**src/rtl/hazard_ctrl_pkg.sv**
```systemverilog
// Shared state encodings and counter sizing helper for the hazard controller.
package hazard_ctrl_pkg;

  localparam int HC_STATE_WIDTH = 2;

  localparam logic [HC_STATE_WIDTH-1:0] HC_IDLE     = 2'd0;
  localparam logic [HC_STATE_WIDTH-1:0] HC_FLUSH    = 2'd1;
  localparam logic [HC_STATE_WIDTH-1:0] HC_MEM_WAIT = 2'd2;
  localparam logic [HC_STATE_WIDTH-1:0] HC_LOAD_USE = 2'd3;

  // Bits needed to hold max_val, never less than one.
  function automatic int hc_cnt_width(input int max_val);
    if (max_val < 1) return 1;
    return $clog2(max_val + 1);
  endfunction

endpackage

```
**src/rtl/hazard_ctrl_if.sv**
```systemverilog
// Pipeline-side bundle of hazard controller requests and stall/flush controls.
interface hazard_ctrl_if #(
  parameter int AWIDTH    = 5,
  parameter int CNT_WIDTH = 16
);
  import hazard_ctrl_pkg::*;

  logic                      hc_i_change_pc;
  logic                      hc_i_mem_req;
  logic                      hc_i_mem_ack;
  logic                      hc_i_ex_ce;
  logic                      hc_i_ex_is_load;
  logic [AWIDTH-1:0]         hc_i_ex_addr_rd;
  logic                      hc_i_id_ce;
  logic [AWIDTH-1:0]         hc_i_id_addr_rs1;
  logic [AWIDTH-1:0]         hc_i_id_addr_rs2;
  logic                      hc_o_stall_if;
  logic                      hc_o_stall_id;
  logic                      hc_o_stall_ex;
  logic                      hc_o_flush_id;
  logic                      hc_o_flush_ex;
  logic [HC_STATE_WIDTH-1:0] hc_o_state;
  logic                      hc_o_timeout;
  logic [CNT_WIDTH-1:0]      hc_o_stall_cnt;

  modport master (
    output hc_i_change_pc, hc_i_mem_req, hc_i_mem_ack, hc_i_ex_ce, hc_i_ex_is_load,
           hc_i_ex_addr_rd, hc_i_id_ce, hc_i_id_addr_rs1, hc_i_id_addr_rs2,
    input  hc_o_stall_if, hc_o_stall_id, hc_o_stall_ex, hc_o_flush_id, hc_o_flush_ex,
           hc_o_state, hc_o_timeout, hc_o_stall_cnt
  );

  modport slave (
    input  hc_i_change_pc, hc_i_mem_req, hc_i_mem_ack, hc_i_ex_ce, hc_i_ex_is_load,
           hc_i_ex_addr_rd, hc_i_id_ce, hc_i_id_addr_rs1, hc_i_id_addr_rs2,
    output hc_o_stall_if, hc_o_stall_id, hc_o_stall_ex, hc_o_flush_id, hc_o_flush_ex,
           hc_o_state, hc_o_timeout, hc_o_stall_cnt
  );

endinterface

```
**src/rtl/hazard_ctrl_sat_counter.sv**
```systemverilog
// Saturating up-counter: holds at all-ones instead of wrapping.
module sat_counter #(
  parameter int WIDTH = 16
) (
  input  logic             hc_clk,
  input  logic             hc_rst,
  input  logic             en,
  output logic [WIDTH-1:0] count
);

  always_ff @(posedge hc_clk or negedge hc_rst) begin
    if (!hc_rst) begin
      count <= '0;
    end else if (en && (count != {WIDTH{1'b1}})) begin
      count <= count + 1'b1;
    end
  end

endmodule

```
**src/rtl/hazard_ctrl.sv**
```systemverilog
// Stall/flush/bubble sequencer around the execute stage.
//   state     | meaning
//   IDLE      | no hazard, pipeline flows
//   FLUSH     | redirect taken, kill decode+execute for FLUSH_CYCLES
//   MEM_WAIT  | load/store outstanding, freeze whole front end
//   LOAD_USE  | one-cycle bubble for a dependent instruction after a load
module hazard_ctrl
  import hazard_ctrl_pkg::*;
#(
  parameter int AWIDTH       = 5,
  parameter int FLUSH_CYCLES = 2,
  parameter int MEM_TIMEOUT  = 16,
  parameter int CNT_WIDTH    = 16
) (
  input logic           hc_clk,
  input logic           hc_rst,
  hazard_ctrl_if.slave  hc_bus
);

  localparam int FLUSH_W = hc_cnt_width(FLUSH_CYCLES - 1);
  localparam int WAIT_W  = hc_cnt_width(MEM_TIMEOUT - 1);
  localparam logic [FLUSH_W-1:0] FLUSH_LOAD = FLUSH_W'(FLUSH_CYCLES - 1);
  localparam logic [WAIT_W-1:0]  WAIT_LAST  = WAIT_W'(MEM_TIMEOUT - 1);

  logic [HC_STATE_WIDTH-1:0] state;
  logic [FLUSH_W-1:0]        flush_cnt;
  logic [WAIT_W-1:0]         wait_cnt;
  logic                      timeout;
  logic                      load_use;
  logic                      mem_stall;
  logic                      stall_if;
  logic                      stall_id;
  logic                      stall_ex;
  logic                      flush_id;
  logic                      flush_ex;

  always_comb begin
    load_use = hc_bus.hc_i_ex_ce && hc_bus.hc_i_ex_is_load && hc_bus.hc_i_id_ce &&
               (hc_bus.hc_i_ex_addr_rd != '0) &&
               ((hc_bus.hc_i_ex_addr_rd == hc_bus.hc_i_id_addr_rs1) ||
                (hc_bus.hc_i_ex_addr_rd == hc_bus.hc_i_id_addr_rs2));
    mem_stall = hc_bus.hc_i_mem_req && !hc_bus.hc_i_mem_ack;
  end

  always_ff @(posedge hc_clk or negedge hc_rst) begin
    if (!hc_rst) begin
      state     <= HC_IDLE;
      flush_cnt <= '0;
      wait_cnt  <= '0;
      timeout   <= 1'b0;
    end else begin
      timeout <= 1'b0;
      case (state)
        HC_IDLE: begin
          if (hc_bus.hc_i_change_pc) begin
            state     <= HC_FLUSH;
            flush_cnt <= FLUSH_LOAD;
          end else if (mem_stall) begin
            state    <= HC_MEM_WAIT;
            wait_cnt <= '0;
          end else if (load_use) begin
            state <= HC_LOAD_USE;
          end
        end
        HC_FLUSH: begin
          if (hc_bus.hc_i_change_pc) begin
            flush_cnt <= FLUSH_LOAD;
          end else if (flush_cnt == '0) begin
            state <= HC_IDLE;
          end else begin
            flush_cnt <= flush_cnt - 1'b1;
          end
        end
        HC_MEM_WAIT: begin
          // Execute is frozen here, so a redirect cannot originate from it.
          if (hc_bus.hc_i_mem_ack) begin
            state <= HC_IDLE;
          end else if (wait_cnt == WAIT_LAST) begin
            state   <= HC_IDLE;
            timeout <= 1'b1;
          end else begin
            wait_cnt <= wait_cnt + 1'b1;
          end
        end
        HC_LOAD_USE: begin
          if (hc_bus.hc_i_change_pc) begin
            state     <= HC_FLUSH;
            flush_cnt <= FLUSH_LOAD;
          end else begin
            state <= HC_IDLE;
          end
        end
        default: state <= HC_IDLE;
      endcase
    end
  end

  always_comb begin
    stall_if = 1'b0;
    stall_id = 1'b0;
    stall_ex = 1'b0;
    flush_id = 1'b0;
    flush_ex = 1'b0;
    case (state)
      HC_FLUSH: begin
        flush_id = 1'b1;
        flush_ex = 1'b1;
      end
      HC_MEM_WAIT: begin
        stall_if = 1'b1;
        stall_id = 1'b1;
        stall_ex = 1'b1;
      end
      HC_LOAD_USE: begin
        stall_if = 1'b1;
        stall_id = 1'b1;
        flush_ex = 1'b1;
      end
      default: ;
    endcase
  end

  sat_counter #(.WIDTH(CNT_WIDTH)) u_stall_cnt (
    .hc_clk (hc_clk),
    .hc_rst (hc_rst),
    .en     (stall_if),
    .count  (hc_bus.hc_o_stall_cnt)
  );

  assign hc_bus.hc_o_stall_if = stall_if;
  assign hc_bus.hc_o_stall_id = stall_id;
  assign hc_bus.hc_o_stall_ex = stall_ex;
  assign hc_bus.hc_o_flush_id = flush_id;
  assign hc_bus.hc_o_flush_ex = flush_ex;
  assign hc_bus.hc_o_state    = state;
  assign hc_bus.hc_o_timeout  = timeout;

endmodule

```
**src/flat_wrapper.sv**
```systemverilog
// flat-port wrapper written by rule: the top's interface ports become plain ports
module hazard_ctrl_flat import hazard_ctrl_pkg::*;
#(
  parameter int AWIDTH       = 5,
  parameter int FLUSH_CYCLES = 2,
  parameter int MEM_TIMEOUT  = 16,
  parameter int CNT_WIDTH    = 16
)
  (hc_clk, hc_rst, hc_bus_hc_i_change_pc, hc_bus_hc_i_mem_req, hc_bus_hc_i_mem_ack, hc_bus_hc_i_ex_ce, hc_bus_hc_i_ex_is_load, hc_bus_hc_i_ex_addr_rd, hc_bus_hc_i_id_ce, hc_bus_hc_i_id_addr_rs1, hc_bus_hc_i_id_addr_rs2, hc_bus_hc_o_stall_if, hc_bus_hc_o_stall_id, hc_bus_hc_o_stall_ex, hc_bus_hc_o_flush_id, hc_bus_hc_o_flush_ex, hc_bus_hc_o_state, hc_bus_hc_o_timeout, hc_bus_hc_o_stall_cnt);
  hazard_ctrl_if #(.AWIDTH(AWIDTH), .CNT_WIDTH(CNT_WIDTH)) hc_bus_i ();
  input logic hc_clk;
  input logic hc_rst;
  input wire logic [$bits(hc_bus_i.hc_i_change_pc)-1:0] hc_bus_hc_i_change_pc;
  input wire logic [$bits(hc_bus_i.hc_i_mem_req)-1:0] hc_bus_hc_i_mem_req;
  input wire logic [$bits(hc_bus_i.hc_i_mem_ack)-1:0] hc_bus_hc_i_mem_ack;
  input wire logic [$bits(hc_bus_i.hc_i_ex_ce)-1:0] hc_bus_hc_i_ex_ce;
  input wire logic [$bits(hc_bus_i.hc_i_ex_is_load)-1:0] hc_bus_hc_i_ex_is_load;
  input wire logic [$bits(hc_bus_i.hc_i_ex_addr_rd)-1:0] hc_bus_hc_i_ex_addr_rd;
  input wire logic [$bits(hc_bus_i.hc_i_id_ce)-1:0] hc_bus_hc_i_id_ce;
  input wire logic [$bits(hc_bus_i.hc_i_id_addr_rs1)-1:0] hc_bus_hc_i_id_addr_rs1;
  input wire logic [$bits(hc_bus_i.hc_i_id_addr_rs2)-1:0] hc_bus_hc_i_id_addr_rs2;
  output wire logic [$bits(hc_bus_i.hc_o_stall_if)-1:0] hc_bus_hc_o_stall_if;
  output wire logic [$bits(hc_bus_i.hc_o_stall_id)-1:0] hc_bus_hc_o_stall_id;
  output wire logic [$bits(hc_bus_i.hc_o_stall_ex)-1:0] hc_bus_hc_o_stall_ex;
  output wire logic [$bits(hc_bus_i.hc_o_flush_id)-1:0] hc_bus_hc_o_flush_id;
  output wire logic [$bits(hc_bus_i.hc_o_flush_ex)-1:0] hc_bus_hc_o_flush_ex;
  output wire logic [$bits(hc_bus_i.hc_o_state)-1:0] hc_bus_hc_o_state;
  output wire logic [$bits(hc_bus_i.hc_o_timeout)-1:0] hc_bus_hc_o_timeout;
  output wire logic [$bits(hc_bus_i.hc_o_stall_cnt)-1:0] hc_bus_hc_o_stall_cnt;
  assign hc_bus_i.hc_i_change_pc = hc_bus_hc_i_change_pc;
  assign hc_bus_i.hc_i_mem_req = hc_bus_hc_i_mem_req;
  assign hc_bus_i.hc_i_mem_ack = hc_bus_hc_i_mem_ack;
  assign hc_bus_i.hc_i_ex_ce = hc_bus_hc_i_ex_ce;
  assign hc_bus_i.hc_i_ex_is_load = hc_bus_hc_i_ex_is_load;
  assign hc_bus_i.hc_i_ex_addr_rd = hc_bus_hc_i_ex_addr_rd;
  assign hc_bus_i.hc_i_id_ce = hc_bus_hc_i_id_ce;
  assign hc_bus_i.hc_i_id_addr_rs1 = hc_bus_hc_i_id_addr_rs1;
  assign hc_bus_i.hc_i_id_addr_rs2 = hc_bus_hc_i_id_addr_rs2;
  assign hc_bus_hc_o_stall_if = hc_bus_i.hc_o_stall_if;
  assign hc_bus_hc_o_stall_id = hc_bus_i.hc_o_stall_id;
  assign hc_bus_hc_o_stall_ex = hc_bus_i.hc_o_stall_ex;
  assign hc_bus_hc_o_flush_id = hc_bus_i.hc_o_flush_id;
  assign hc_bus_hc_o_flush_ex = hc_bus_i.hc_o_flush_ex;
  assign hc_bus_hc_o_state = hc_bus_i.hc_o_state;
  assign hc_bus_hc_o_timeout = hc_bus_i.hc_o_timeout;
  assign hc_bus_hc_o_stall_cnt = hc_bus_i.hc_o_stall_cnt;
  hazard_ctrl #(.AWIDTH(AWIDTH), .FLUSH_CYCLES(FLUSH_CYCLES), .MEM_TIMEOUT(MEM_TIMEOUT), .CNT_WIDTH(CNT_WIDTH)) u_core (.hc_clk(hc_clk), .hc_rst(hc_rst), .hc_bus(hc_bus_i));
endmodule
```
**config.mk**
```make
export PLATFORM = sky130hd
export DESIGN_NAME = hazard_ctrl_flat
export DESIGN_NICKNAME = d
export VERILOG_FILES = /design/src/rtl/hazard_ctrl_pkg.sv /design/src/rtl/hazard_ctrl_if.sv /design/src/rtl/hazard_ctrl_sat_counter.sv /design/src/rtl/hazard_ctrl.sv /design/src/flat_wrapper.sv
export SDC_FILE = /design/constraint.sdc
export NUM_CORES = 1
export LEC_CHECK = 0
export ABC_CLOCK_PERIOD_IN_PS = 1600
export BUFFER_PORTS_ARGS = -buffer_cell sky130_fd_sc_hd__buf_2
export CAP_MARGIN = 40
export CORE_MARGIN = 3
export CORE_UTILIZATION = 25
export CTS_BUF_LIST = sky130_fd_sc_hd__clkbuf_4 sky130_fd_sc_hd__clkbuf_8 sky130_fd_sc_hd__clkbuf_16
export DETAILED_ROUTE_END_ITERATION = 10
export GPL_TIMING_DRIVEN = 0
export PLACE_DENSITY_LB_ADDON = 0.12
export SYNTH_ARGS = -nofsm -noshare
export SYNTH_HDL_FRONTEND = slang
export SYNTH_SLANG_ARGS = --single-unit
export TNS_END_PERCENT = 100
```
**constraint.sdc**
```tcl
create_clock -name hc_clk -period 1.6 [get_ports hc_clk]
set_input_delay 0.16 -clock hc_clk [delete_from_list [all_inputs] [get_ports hc_clk]]
set_output_delay 0.16 -clock hc_clk [all_outputs]
set_load 0.02 [all_outputs]
```
==> reports/qor.csv <==
metric,value,unit
final_hold_viol_count,0,
first_pass_iters,4,
p_per_area,1110,nW/um^2
grt_max_degree,25,
finalCriticalPeriod,1.68,ns
remaining_drc_errors,0,
path_class,reg2out,
holdPathEnd,u_core.hc_bus.hc_o_timeout,
rsz0062_at_grt,yes,
r2r_slack,-0.07,ns
synth_cells,145,
gr-total-overflow,0,
grt_pass1_wl,5.69,mm
ant_nets,0,
die_h,81.1,um
grt_util_met2,0.186,
drt_iter0_drc,35,
hold_path_depth,3,
cts_tree,done,
via_count,1252,
cts_root_buffer,clkbuf_8,
hold_path_class,in2reg,
rr_endpoint,u_core.u_stall_cnt.count[8],
synth.avg_cell_area,9.72,um^2
syn2layout_area_growth,42.1,%
end_kind,output port,
diodes,0,
grt_pass1_vias,1218,
syn_nets,174,
initial_core_util,0.268,
r2r_start,u_core.hc_bus.hc_o_state[0],
synth_warnings,0,
start_kind,flop,
htreeDepth,1,
fin_util,0.380,
run_status,finished with violations,
crit_required,1.44,ns
min_from,hc_bus_hc_i_mem_ack,
synth.distinct_cells,32,
die_x,81.1,um
via_per_inst,4.52,
clk_pin_slew,0.08,ns
io_buffer_count,46,
routed_wl,3.35,mm
ys_seq_area_frac,0.426,
period_share,1.05,
ys_seq_elements,24,
worst_pin_slew,0.548,ns
power,0.00222,W
ir_drop,0.503,mV
antenna_found_initial,0,
relSlewSlack,0.635,
clock_sinks,24,
clock.fmax,595,MHz
cp-startpoint,u_core.hc_bus.hc_o_state[0],
cp.arrival,1.52,ns
place_congestion,0.793,
top_usage_layer,met2,
core-area,5270,um^2
drive_gt1_frac,0.435,
clock_skew,0.00568,ns
setup_slack,-0.0795,ns
fp-row-count,26,
use_met3,0.0177,
numCtsBuffers,3,
finalMaxSlewViolations,0,
syn-cell-area,1410,um^2
p_leak,0.949,nW
violations,negative setup slack,
grt_use_total,0.108,
setup_viol,9,
dpl_worst_slack,-0.102,ns
use_met1,0.141,
crit_fanout,5,
ioPinCount,47,
hpwl,2.63,mm
rr_worst_depth,7,
clockBufferDepth,2,
die-area,6580,um^2
routedWlPerCell,12.1,um
drv_cap,0,
finalNetCount,237,
worstSkewPairLatency,0.26,ns
## layout by cell type, fill, tap and decap left out, types with 2 or more instances in the layout
master / netlist / routed
a21oi_1: 8 / 6
a21oi_2: 0 / 2
a31oi_1: 4 / 4
and3_1: 4 / 4
and3_4: 2 / 2
buf_2: 0 / 45
buf_4: 1 / 11
buf_6: 0 / 2
clkbuf_8: 0 / 3
dfrtp_1: 24 / 22
dfrtp_2: 0 / 2
ha_4: 0 / 5
inv_1: 4 / 2
inv_2: 0 / 2
mux2i_1: 2 / 2
nand2_1: 15 / 14
nand2b_1: 4 / 2
nand2b_4: 0 / 2
nand3_1: 14 / 14
nand4_1: 4 / 4
nor2_1: 10 / 8
nor2_2: 1 / 3
o21ai_0: 3 / 3
xnor2_1: 19 / 19
xor2_1: 4 / 4
## kinds of logic (layout without fill, tap and decap cells)
group                    Yosys count  after routing  share of synthesized area
AO/OA/AOI/OAI                     23             23                      0.114
XOR/XNOR                          23             23                      0.143
adder cells (fa/ha/maj)            6              6                     0.0532
buffers and inverters              5             67                     0.0160
flip-flops                        24             24                      0.426
multiplexers                       3              3                     0.0248
AND/OR/NAND/NOR                   61             61                      0.224
## registers in the layout, indices dropped and copies added (netlist names)
signal	flops
u_core.hc_bus.hc_o_timeout	1
u_core.hc_bus.hc_o_state	2
u_core.u_stall_cnt.count	16
u_core.flush_cnt	1
u_core.wait_cnt	4
## per-layer routing
metal	vias up	routed length (um)
li1	634	-
met5	-	0
met2	28	1620
met4	0	34
met1	588	1530
met3	2	158
## cell type report
type | instances | area, um^2
clock buffer | 4 | 48.8
inverter | 4 | 15.0
buffer | 1 | 11.3
multi-input combinational | 116 | 910
sequential | 24 | 603
fill | 547 | 3270
timing repair buffer | 58 | 329
tap | 70 | 87.6
## power breakdown
group / internal (W) / total [W] / switching [W]
Sequential: 0.000694 / 0.000822 / 0.000129
Combinational: 0.000481 / 0.00102 / 0.000543
Clock: 0.000194 / 0.000377 / 0.000183
Total: 0.00137 / 0.00222 / 0.000854
## what timing repair did
| item | CTS | global route |
|---|---|---|
| gates resized for setup | 12 | 9 |
| pin swaps | 8 | 6 |
| hold endpoints to repair | 24 | 0 |
| hold buffers | 1 | 0 |
| buffers inserted | 7 | 4 |
| endpoints found under the setup margin | 12 | 20 |
## Yosys cell counts (all sizes together)
| library cell | n | area (um^2) |
|---|---|---|
| or2 | 2 | 12.5 |
| o2111a | 1 | 12.5 |
| nand2 | 15 | 56.3 |
| nand3 | 14 | 70.1 |
| a21oi | 8 | 40.0 |
| o21a | 1 | 7.51 |
| nor4 | 1 | 6.26 |
| dfrtp | 24 | 601 |
| buf | 1 | 7.51 |
| a31oi | 5 | 37.5 |
| inv | 4 | 15.0 |
| a21o | 1 | 7.51 |
| nor3 | 2 | 15.0 |
| and3 | 6 | 47.5 |
| o21ai | 3 | 15.0 |
| o22ai | 2 | 12.5 |
| nand4 | 4 | 25.0 |
| a32oi | 1 | 8.76 |
| a21boi | 1 | 18.8 |
| nor3b | 1 | 7.51 |
| nor2b | 1 | 6.26 |
| xnor2 | 19 | 166 |
| nand2b | 4 | 25.0 |
| mux2 | 1 | 15.0 |
| ha | 6 | 75.1 |
| nor2 | 11 | 43.8 |
| xor2 | 4 | 35.0 |
| mux2i | 2 | 20.0 |
## worst max-delay path, cell delays in order (launching register included)
cell and delay [ns]:
dfrtp_2 0.43, inv_2 0.07, ha_4 0.16, buf_4 0.12, or2_4 0.24, buf_6 0.12
buf_6 0.12
## stage by stage
| stage | setup TNS [ns] | hold WS (ns) | std cells | instance area [um^2] |
|---|---|---|---|---|
| after floorplan | -0.165 | -0.136 | 145 | 1430 |
| after global placement | -0.391 | 0.188 | 261 | 1750 |
| after detailed placement | -0.372 | 0.189 | 261 | 1750 |
| after CTS | -0.272 | 0.189 | 273 | 1930 |
| after global routing | -1.58 | 0.194 | 277 | 2000 |
| final | -0.337 | 0.187 | 277 | 2000 |
## worst max-delay path by stage
stage               slack [ns]                           end  cells past startpoint
floorplan                -0.06   u_core.u_stall_cnt.count[8]                      7
global placement         -0.13   u_core.u_stall_cnt.count[8]                      7
detailed placement       -0.10  u_core.u_stall_cnt.count[10]                      7
CTS                      -0.08          hc_bus_hc_o_flush_ex                      4
global route             -0.16   u_core.u_stall_cnt.count[8]                      7
finish                   -0.08          hc_bus_hc_o_stall_if                      6
No activity file was read; power rests on OpenSTA's default activity.
